$ cat config.mk
export PLATFORM = sky130hd
export DESIGN_NAME = mem_port_arbiter_flat
export DESIGN_NICKNAME = d
export VERILOG_FILES = /design/src/rtl/mem_port_arbiter_if.sv /design/src/rtl/mem_port_arbiter.sv /design/src/flat_wrapper.sv
export SDC_FILE = /design/constraint.sdc
export NUM_CORES = 1
export LEC_CHECK = 0
export CORE_ASPECT_RATIO = 0.75
export CORE_UTILIZATION = 37
export DETAILED_ROUTE_END_ITERATION = 6
export PLACE_DENSITY = 0.74
export SLEW_MARGIN = 20
export SYNTH_ARGS = -nofsm -noshare
export SYNTH_HDL_FRONTEND = slang
export SYNTH_SLANG_ARGS = --single-unit
$ cat constraint.sdc
create_clock -name clk -period 1.5 [get_ports clk]
set_input_delay 0.45 -clock clk [delete_from_list [all_inputs] [get_ports clk]]
set_output_delay 0.45 -clock clk [all_outputs]
set_load 0.05 [all_outputs]
$ cat src/rtl/mem_port_arbiter_if.sv
// Shared memory port bundle: IF and MEM requester handshakes, the memory-side port, and status.
interface mem_port_arbiter_if #(
  parameter int unsigned ADDR_W = 9,
  parameter int unsigned DATA_W = 32
) ();
  logic              if_req;
  logic [ADDR_W-1:0] if_addr;
  logic [DATA_W-1:0] if_rdata;
  logic              if_ready;

  logic              mem_req;
  logic              mem_rw;
  logic [1:0]        mem_size;
  logic              mem_se;
  logic [ADDR_W-1:0] mem_addr;
  logic [DATA_W-1:0] mem_wdata;
  logic [DATA_W-1:0] mem_rdata;
  logic              mem_ready;

  logic              port_en;
  logic              port_rw;
  logic [1:0]        port_size;
  logic              port_se;
  logic [ADDR_W-1:0] port_addr;
  logic [DATA_W-1:0] port_wdata;
  logic [DATA_W-1:0] port_rdata;

  logic              grant_mem;
  logic              busy;
  logic              stall_if;
  logic              stall_mem;

  // Arbiter side
  modport slave (
    input  if_req, if_addr, mem_req, mem_rw, mem_size, mem_se, mem_addr, mem_wdata,
           port_rdata,
    output if_rdata, if_ready, mem_rdata, mem_ready,
           port_en, port_rw, port_size, port_se, port_addr, port_wdata,
           grant_mem, busy, stall_if, stall_mem
  );

  // Requester / memory side
  modport master (
    output if_req, if_addr, mem_req, mem_rw, mem_size, mem_se, mem_addr, mem_wdata,
           port_rdata,
    input  if_rdata, if_ready, mem_rdata, mem_ready,
           port_en, port_rw, port_size, port_se, port_addr, port_wdata,
           grant_mem, busy, stall_if, stall_mem
  );
endinterface

$ cat src/rtl/mem_port_arbiter.sv
// Arbitrates the single memory port between instruction fetch and data access,
// holding the port for MEM_LAT cycles per grant and returning data with a one-cycle ready.
module mem_port_arbiter #(
  parameter int unsigned ADDR_W     = 9,
  parameter int unsigned DATA_W     = 32,
  parameter int unsigned MEM_LAT    = 2,
  parameter int unsigned MAX_STREAK = 4
) (
  input logic            clk,
  input logic            reset,
  mem_port_arbiter_if.slave bus
);

  localparam int unsigned CNT_W    = 3;
  localparam int unsigned STREAK_W = 4;

  localparam logic [1:0] S_IDLE = 2'd0;
  localparam logic [1:0] S_BUSY = 2'd1;
  localparam logic [1:0] S_DONE = 2'd2;

  logic [1:0]          state_q,      state_d;
  logic [CNT_W-1:0]    cnt_q,        cnt_d;
  logic [STREAK_W-1:0] streak_q,     streak_d;
  logic                port_en_q,    port_en_d;
  logic                port_rw_q,    port_rw_d;
  logic [1:0]          port_size_q,  port_size_d;
  logic                port_se_q,    port_se_d;
  logic [ADDR_W-1:0]   port_addr_q,  port_addr_d;
  logic [DATA_W-1:0]   port_wdata_q, port_wdata_d;
  logic [DATA_W-1:0]   if_rdata_q,   if_rdata_d;
  logic [DATA_W-1:0]   mem_rdata_q,  mem_rdata_d;
  logic                if_ready_q,   if_ready_d;
  logic                mem_ready_q,  mem_ready_d;
  logic                grant_mem_q,  grant_mem_d;
  logic                busy_q,       busy_d;
  logic                pick_mem_c;

  // MEM wins ties unless it has already starved a waiting fetch MAX_STREAK times
  assign pick_mem_c = bus.mem_req &
                      ~(bus.if_req & (streak_q == STREAK_W'(MAX_STREAK)));

  always_comb begin
    state_d      = state_q;
    cnt_d        = cnt_q;
    streak_d     = streak_q;
    port_en_d    = port_en_q;
    port_rw_d    = port_rw_q;
    port_size_d  = port_size_q;
    port_se_d    = port_se_q;
    port_addr_d  = port_addr_q;
    port_wdata_d = port_wdata_q;
    if_rdata_d   = if_rdata_q;
    mem_rdata_d  = mem_rdata_q;
    if_ready_d   = 1'b0;
    mem_ready_d  = 1'b0;
    grant_mem_d  = grant_mem_q;

    case (state_q)
      S_IDLE: begin
        if (bus.if_req | bus.mem_req) begin
          state_d     = S_BUSY;
          cnt_d       = CNT_W'(MEM_LAT - 1);
          port_en_d   = 1'b1;
          grant_mem_d = pick_mem_c;
          if (pick_mem_c) begin
            port_rw_d    = bus.mem_rw;
            port_size_d  = bus.mem_size;
            port_se_d    = bus.mem_se;
            port_addr_d  = bus.mem_addr;
            port_wdata_d = bus.mem_wdata;
            if (!bus.if_req)
              streak_d = '0;
            else if (streak_q >= STREAK_W'(MAX_STREAK))
              streak_d = STREAK_W'(MAX_STREAK);
            else
              streak_d = streak_q + STREAK_W'(1);
          end else begin
            port_rw_d    = 1'b0;
            port_size_d  = 2'b10;
            port_se_d    = 1'b0;
            port_addr_d  = bus.if_addr;
            port_wdata_d = '0;
            streak_d     = '0;
          end
        end
      end
      S_BUSY: begin
        if (cnt_q == '0) begin
          state_d   = S_DONE;
          port_en_d = 1'b0;
          // Writes leave the requester's read-data register untouched
          if (!port_rw_q) begin
            if (grant_mem_q) mem_rdata_d = bus.port_rdata;
            else             if_rdata_d  = bus.port_rdata;
          end
          if (grant_mem_q) mem_ready_d = 1'b1;
          else             if_ready_d  = 1'b1;
        end else begin
          cnt_d = cnt_q - CNT_W'(1);
        end
      end
      S_DONE:  state_d = S_IDLE;
      default: state_d = S_IDLE;
    endcase

    busy_d = (state_d != S_IDLE);
  end

  always_ff @(posedge clk) begin
    if (reset) begin
      state_q      <= S_IDLE;
      cnt_q        <= '0;
      streak_q     <= '0;
      port_en_q    <= 1'b0;
      port_rw_q    <= 1'b0;
      port_size_q  <= '0;
      port_se_q    <= 1'b0;
      port_addr_q  <= '0;
      port_wdata_q <= '0;
      if_rdata_q   <= '0;
      mem_rdata_q  <= '0;
      if_ready_q   <= 1'b0;
      mem_ready_q  <= 1'b0;
      grant_mem_q  <= 1'b0;
      busy_q       <= 1'b0;
    end else begin
      state_q      <= state_d;
      cnt_q        <= cnt_d;
      streak_q     <= streak_d;
      port_en_q    <= port_en_d;
      port_rw_q    <= port_rw_d;
      port_size_q  <= port_size_d;
      port_se_q    <= port_se_d;
      port_addr_q  <= port_addr_d;
      port_wdata_q <= port_wdata_d;
      if_rdata_q   <= if_rdata_d;
      mem_rdata_q  <= mem_rdata_d;
      if_ready_q   <= if_ready_d;
      mem_ready_q  <= mem_ready_d;
      grant_mem_q  <= grant_mem_d;
      busy_q       <= busy_d;
    end
  end

  assign bus.port_en    = port_en_q;
  assign bus.port_rw    = port_rw_q;
  assign bus.port_size  = port_size_q;
  assign bus.port_se    = port_se_q;
  assign bus.port_addr  = port_addr_q;
  assign bus.port_wdata = port_wdata_q;
  assign bus.if_rdata   = if_rdata_q;
  assign bus.mem_rdata  = mem_rdata_q;
  assign bus.if_ready   = if_ready_q;
  assign bus.mem_ready  = mem_ready_q;
  assign bus.grant_mem  = grant_mem_q;
  assign bus.busy       = busy_q;

  // Stalls gate the pipeline latches in the same cycle the request is pending
  assign bus.stall_if  = bus.if_req  & ~if_ready_q;
  assign bus.stall_mem = bus.mem_req & ~mem_ready_q;

endmodule
$ cat src/flat_wrapper.sv
// flat-port wrapper written by rule: the top's interface ports become plain ports
module mem_port_arbiter_flat 
#(
  parameter int unsigned ADDR_W     = 9,
  parameter int unsigned DATA_W     = 32,
  parameter int unsigned MEM_LAT    = 2,
  parameter int unsigned MAX_STREAK = 4
)
  (clk, reset, bus_if_req, bus_if_addr, bus_mem_req, bus_mem_rw, bus_mem_size, bus_mem_se, bus_mem_addr, bus_mem_wdata, bus_port_rdata, bus_if_rdata, bus_if_ready, bus_mem_rdata, bus_mem_ready, bus_port_en, bus_port_rw, bus_port_size, bus_port_se, bus_port_addr, bus_port_wdata, bus_grant_mem, bus_busy, bus_stall_if, bus_stall_mem);
  mem_port_arbiter_if #(.ADDR_W(ADDR_W), .DATA_W(DATA_W)) bus_i ();
  input logic clk;
  input logic reset;
  input wire logic [$bits(bus_i.if_req)-1:0] bus_if_req;
  input wire logic [$bits(bus_i.if_addr)-1:0] bus_if_addr;
  input wire logic [$bits(bus_i.mem_req)-1:0] bus_mem_req;
  input wire logic [$bits(bus_i.mem_rw)-1:0] bus_mem_rw;
  input wire logic [$bits(bus_i.mem_size)-1:0] bus_mem_size;
  input wire logic [$bits(bus_i.mem_se)-1:0] bus_mem_se;
  input wire logic [$bits(bus_i.mem_addr)-1:0] bus_mem_addr;
  input wire logic [$bits(bus_i.mem_wdata)-1:0] bus_mem_wdata;
  input wire logic [$bits(bus_i.port_rdata)-1:0] bus_port_rdata;
  output wire logic [$bits(bus_i.if_rdata)-1:0] bus_if_rdata;
  output wire logic [$bits(bus_i.if_ready)-1:0] bus_if_ready;
  output wire logic [$bits(bus_i.mem_rdata)-1:0] bus_mem_rdata;
  output wire logic [$bits(bus_i.mem_ready)-1:0] bus_mem_ready;
  output wire logic [$bits(bus_i.port_en)-1:0] bus_port_en;
  output wire logic [$bits(bus_i.port_rw)-1:0] bus_port_rw;
  output wire logic [$bits(bus_i.port_size)-1:0] bus_port_size;
  output wire logic [$bits(bus_i.port_se)-1:0] bus_port_se;
  output wire logic [$bits(bus_i.port_addr)-1:0] bus_port_addr;
  output wire logic [$bits(bus_i.port_wdata)-1:0] bus_port_wdata;
  output wire logic [$bits(bus_i.grant_mem)-1:0] bus_grant_mem;
  output wire logic [$bits(bus_i.busy)-1:0] bus_busy;
  output wire logic [$bits(bus_i.stall_if)-1:0] bus_stall_if;
  output wire logic [$bits(bus_i.stall_mem)-1:0] bus_stall_mem;
  assign bus_i.if_req = bus_if_req;
  assign bus_i.if_addr = bus_if_addr;
  assign bus_i.mem_req = bus_mem_req;
  assign bus_i.mem_rw = bus_mem_rw;
  assign bus_i.mem_size = bus_mem_size;
  assign bus_i.mem_se = bus_mem_se;
  assign bus_i.mem_addr = bus_mem_addr;
  assign bus_i.mem_wdata = bus_mem_wdata;
  assign bus_i.port_rdata = bus_port_rdata;
  assign bus_if_rdata = bus_i.if_rdata;
  assign bus_if_ready = bus_i.if_ready;
  assign bus_mem_rdata = bus_i.mem_rdata;
  assign bus_mem_ready = bus_i.mem_ready;
  assign bus_port_en = bus_i.port_en;
  assign bus_port_rw = bus_i.port_rw;
  assign bus_port_size = bus_i.port_size;
  assign bus_port_se = bus_i.port_se;
  assign bus_port_addr = bus_i.port_addr;
  assign bus_port_wdata = bus_i.port_wdata;
  assign bus_grant_mem = bus_i.grant_mem;
  assign bus_busy = bus_i.busy;
  assign bus_stall_if = bus_i.stall_if;
  assign bus_stall_mem = bus_i.stall_mem;
  mem_port_arbiter #(.ADDR_W(ADDR_W), .DATA_W(DATA_W), .MEM_LAT(MEM_LAT), .MAX_STREAK(MAX_STREAK)) u_core (.clk(clk), .reset(reset), .bus(bus_i));
endmodule
==> run_results.csv <==
group,metric,value,unit
logic_synthesis,synth_seq_area_share,51.1,%
detailed_routing,vias,4811,
logic_synthesis,syn_area,4810,µm²
sta,worst_pin_slew,0.416,ns
placed_design,dp_hpwl,11300,µm
clock_network,cts_buffers,17,
sta,fin_crit_sh,110,%
detailed_routing,drc,0,
floorplan,core,12500,µm²
sta,whs,0.397,ns
logic_synthesis,yosys_warnings,0,
logic_synthesis,netlist_instances,475,
clock_network,cts.path.max_buffers,2,
logic_synthesis,ys.flop_type,"dfxtp_1",
sta,slew_headroom,72.3,%
sta,hold_viol_final,0,
setup_path,ff2ff_setup_slack,-0.15,ns
power,p_leak,3.67,nW
floorplan,die_area,13500,µm²
outcome,violations,"setup timing",
outcome,status,"finished, violations left",
clock_network,clkLatencyLatePin,0.41,ns
setup_path,rr_endpoint,"u_core.bus.mem_rdata[21]",
logic_synthesis,ys_seq_elements,123,
clock_network,cts.sinks,123,
detailed_routing,drt-initial-drc-count,211,
job,maxCapViolations,0,
setup_path,critPathArrivalTime,1.97,ns
setup_path,reg2reg_depth,8,
logic_synthesis,synth_cell_type_count,41,
floorplan,rows,35,
detailed_routing,drt-vias-per-instance,5.42,
cells_and_area,final_nets,802,
global_routing,antenna_found_initial,0,
global_routing,grt_pass1_vias,4951,
setup_path,cp_max_fo,9,
detailed_routing,avgRoutedWirePerCell,19.8,µm
power,powerDensity,1360,nW/µm²
cells_and_area,antenna_cells,0,
cells_and_area,final_common_cell,"buf_12",
global_routing,grt_pass1_wl,25900,µm
floorplan,io-pin-count,206,
setup_path,r2r-start,"u_core.cnt_q[0]",
sta,setup_viol,65,
clock_network,cts_tree,"done",
logic_synthesis,synth-edff-count,0,
placed_design,preCtsSetupSlack,-0.577,ns
logic_synthesis,postSynthAreaPerCell,10.1,µm²
floorplan,initial_core_util,38.6,%
setup_path,cp.required,1.82,ns
placed_design,gp_congestion,0.820,
placed_design,port_buffers,205,
sta,fin_worst_skew,0.0101,ns
sta,period_needed,1.65,ns
power,peakVddDrop,0.944,mV
sta,drv_slew,0,
floorplan,die_h,101,µm
global_routing,grt_max_degree,54,
floorplan,dieWidth,134,µm
hold_path,hold_end,"u_core.streak_q[1]",
setup_path,cp-start-kind,"register",
clock_network,htreeDepth,4,
cells_and_area,synthToLayoutAreaGrowth,97.5,%
global_routing,track_usage,24.8,%
detailed_routing,ant_nets,0,
cells_and_area,fin_util,76.2,%
logic_synthesis,synth_fp_nets,569,
global_routing,grt_overflow,0,
sta,fin_setup_tns,-6.54,ns
clock_network,clkTransAtPathRegs,0.05,ns
logic_synthesis,async_flop_share,0,%
cells_and_area,final_layout_size_suffix_gt1_share,33.7,%
hold_path,min_from,"bus_mem_req",
placed_design,placed_area,8420,µm²
detailed_routing,routed_wl,17500,µm
cells_and_area,final_cell_mix,"buf_12 (127), dfxtp_1 (115), clkdlybuf4s50_1 (86), a22o_1 (35), buf_4 (34)",
setup_path,critPathKind,"register to register",
sta,rsz0062_at_grt,"yes",
hold_path,min_path_type,"primary input to register",
cells_and_area,stdcell_area,9510,µm²
sta,max_freq,607,MHz
clock_network,cts-root-buf,"clkbuf_16",
sta,setup_ws,-0.149,ns
detailed_routing,first_pass_iters,4,
hold_path,min_path_cells,3,
setup_path,endpoint_kind,"register",
## through the flow
| stage | cells | power (mW) |
|---|---|---|
| detailed placement | 836 | 8.33 |
| global route | 887 | 13.4 |
| finish | 887 | 13.0 |
| floorplan | 475 | 6.13 |
| CTS | 876 | 12.7 |
| global placement | 836 | 8.23 |
## sequential cells by signal, indices dropped and copies added (netlist names)
signal	cells
u_core.bus.mem_rdata	32
u_core.streak_q	4
u_core.bus.port_se	1
u_core.bus.port_addr	9
u_core.bus.port_size	2
u_core.bus.port_en	1
u_core.bus.port_rw	1
u_core.bus.if_ready	1
u_core.bus.port_wdata	32
u_core.bus.mem_ready	1
u_core.cnt_q	3
u_core.bus.busy	1
u_core.bus.grant_mem	1
u_core.state_q	2
u_core.bus.if_rdata	32
## metal layers
layer | wire length, µm | share of wire, % | global-route usage (%)
met3 | 1350 | 7.7 | 6.94
met1 | 7220 | 41 | 30.3
met2 | 8770 | 50 | 42.2
met5 | 0 | 0 | 0
met4 | 189 | 1.1 | 8.22
## synthesized netlist by cell type (all sizes together) (2+ instances only)
cell	n	share of area, %
a31o	32	5.8
nor2b	12	1.6
a21oi	7	0.81
nor4	34	4.4
nand4	21	2.7
or2	2	0.26
or3	2	0.26
dfxtp	123	51
a211oi	2	0.31
nand2b	33	4.3
nor3	4	0.42
inv	14	1.1
nand2	33	2.6
nor2	3	0.23
buf	21	2.8
clkbuf	30	2.3
and2	3	0.39
o221ai	9	1.6
a22o	35	6.4
mux2i	33	6.9
o21ai	6	0.62
ha	4	1.0
## power by group
part	switching, mW	internal [mW]
clock network	1.47	2.69
logic	2.37	2.39
registers	0.404	3.64
## critical path, stage by stage (launching register included)
cell       delay, ns
dfxtp_2         0.33
inv_2           0.07
ha_4            0.15
nand4bb_4       0.13
buf_6           0.14
nor3b_4         0.23
buf_6           0.18
buf_12          0.14
mux2i_1         0.19
## timing repair
action / CTS / global route
gates cloned: 3 / 8
hold buffers: 0 / 0
pin swaps: 4 / 39
buffers inserted: 5 / 4
resized for setup: 27 / 31
endpoints found under the setup margin: 118 / 116
## final cells by class
cell class / count / area (µm²)
sequential: 123 / 2470
clock inverter: 11 / 144
multi-input combinational: 287 / 2200
inverter: 14 / 52.6
tap: 166 / 208
timing repair buffer: 265 / 3970
clock buffer: 21 / 460
fill: 780 / 2970
## how the worst max path moves through the flow
stage               startpoint                       end  depth (start not counted)
2_1_floorplan  u_core.cnt_q[1]    u_core.bus.if_rdata[2]                          8
3_3_place_gp        bus_if_req   u_core.bus.port_addr[8]                          5
3_5_place_dp        bus_if_req   u_core.bus.port_addr[6]                          5
4_1_cts        u_core.cnt_q[1]    u_core.bus.if_rdata[0]                          6
5_1_grt        u_core.cnt_q[0]  u_core.bus.mem_rdata[15]                          8
6_report       u_core.cnt_q[0]  u_core.bus.mem_rdata[21]                          8
## logic make-up after synthesis
kind of cell	count (synthesis)	synth area share, %
flip-flops	123	51.1
buffers and inverters	65	6.24
AND/OR/NAND/NOR	155	18.5
adder cells (fa/ha/maj)	4	1.04
AO/OA/AOI/OAI	95	16.2
multiplexers	33	6.86
Note: power is estimated with default switching activity, not from simulation.
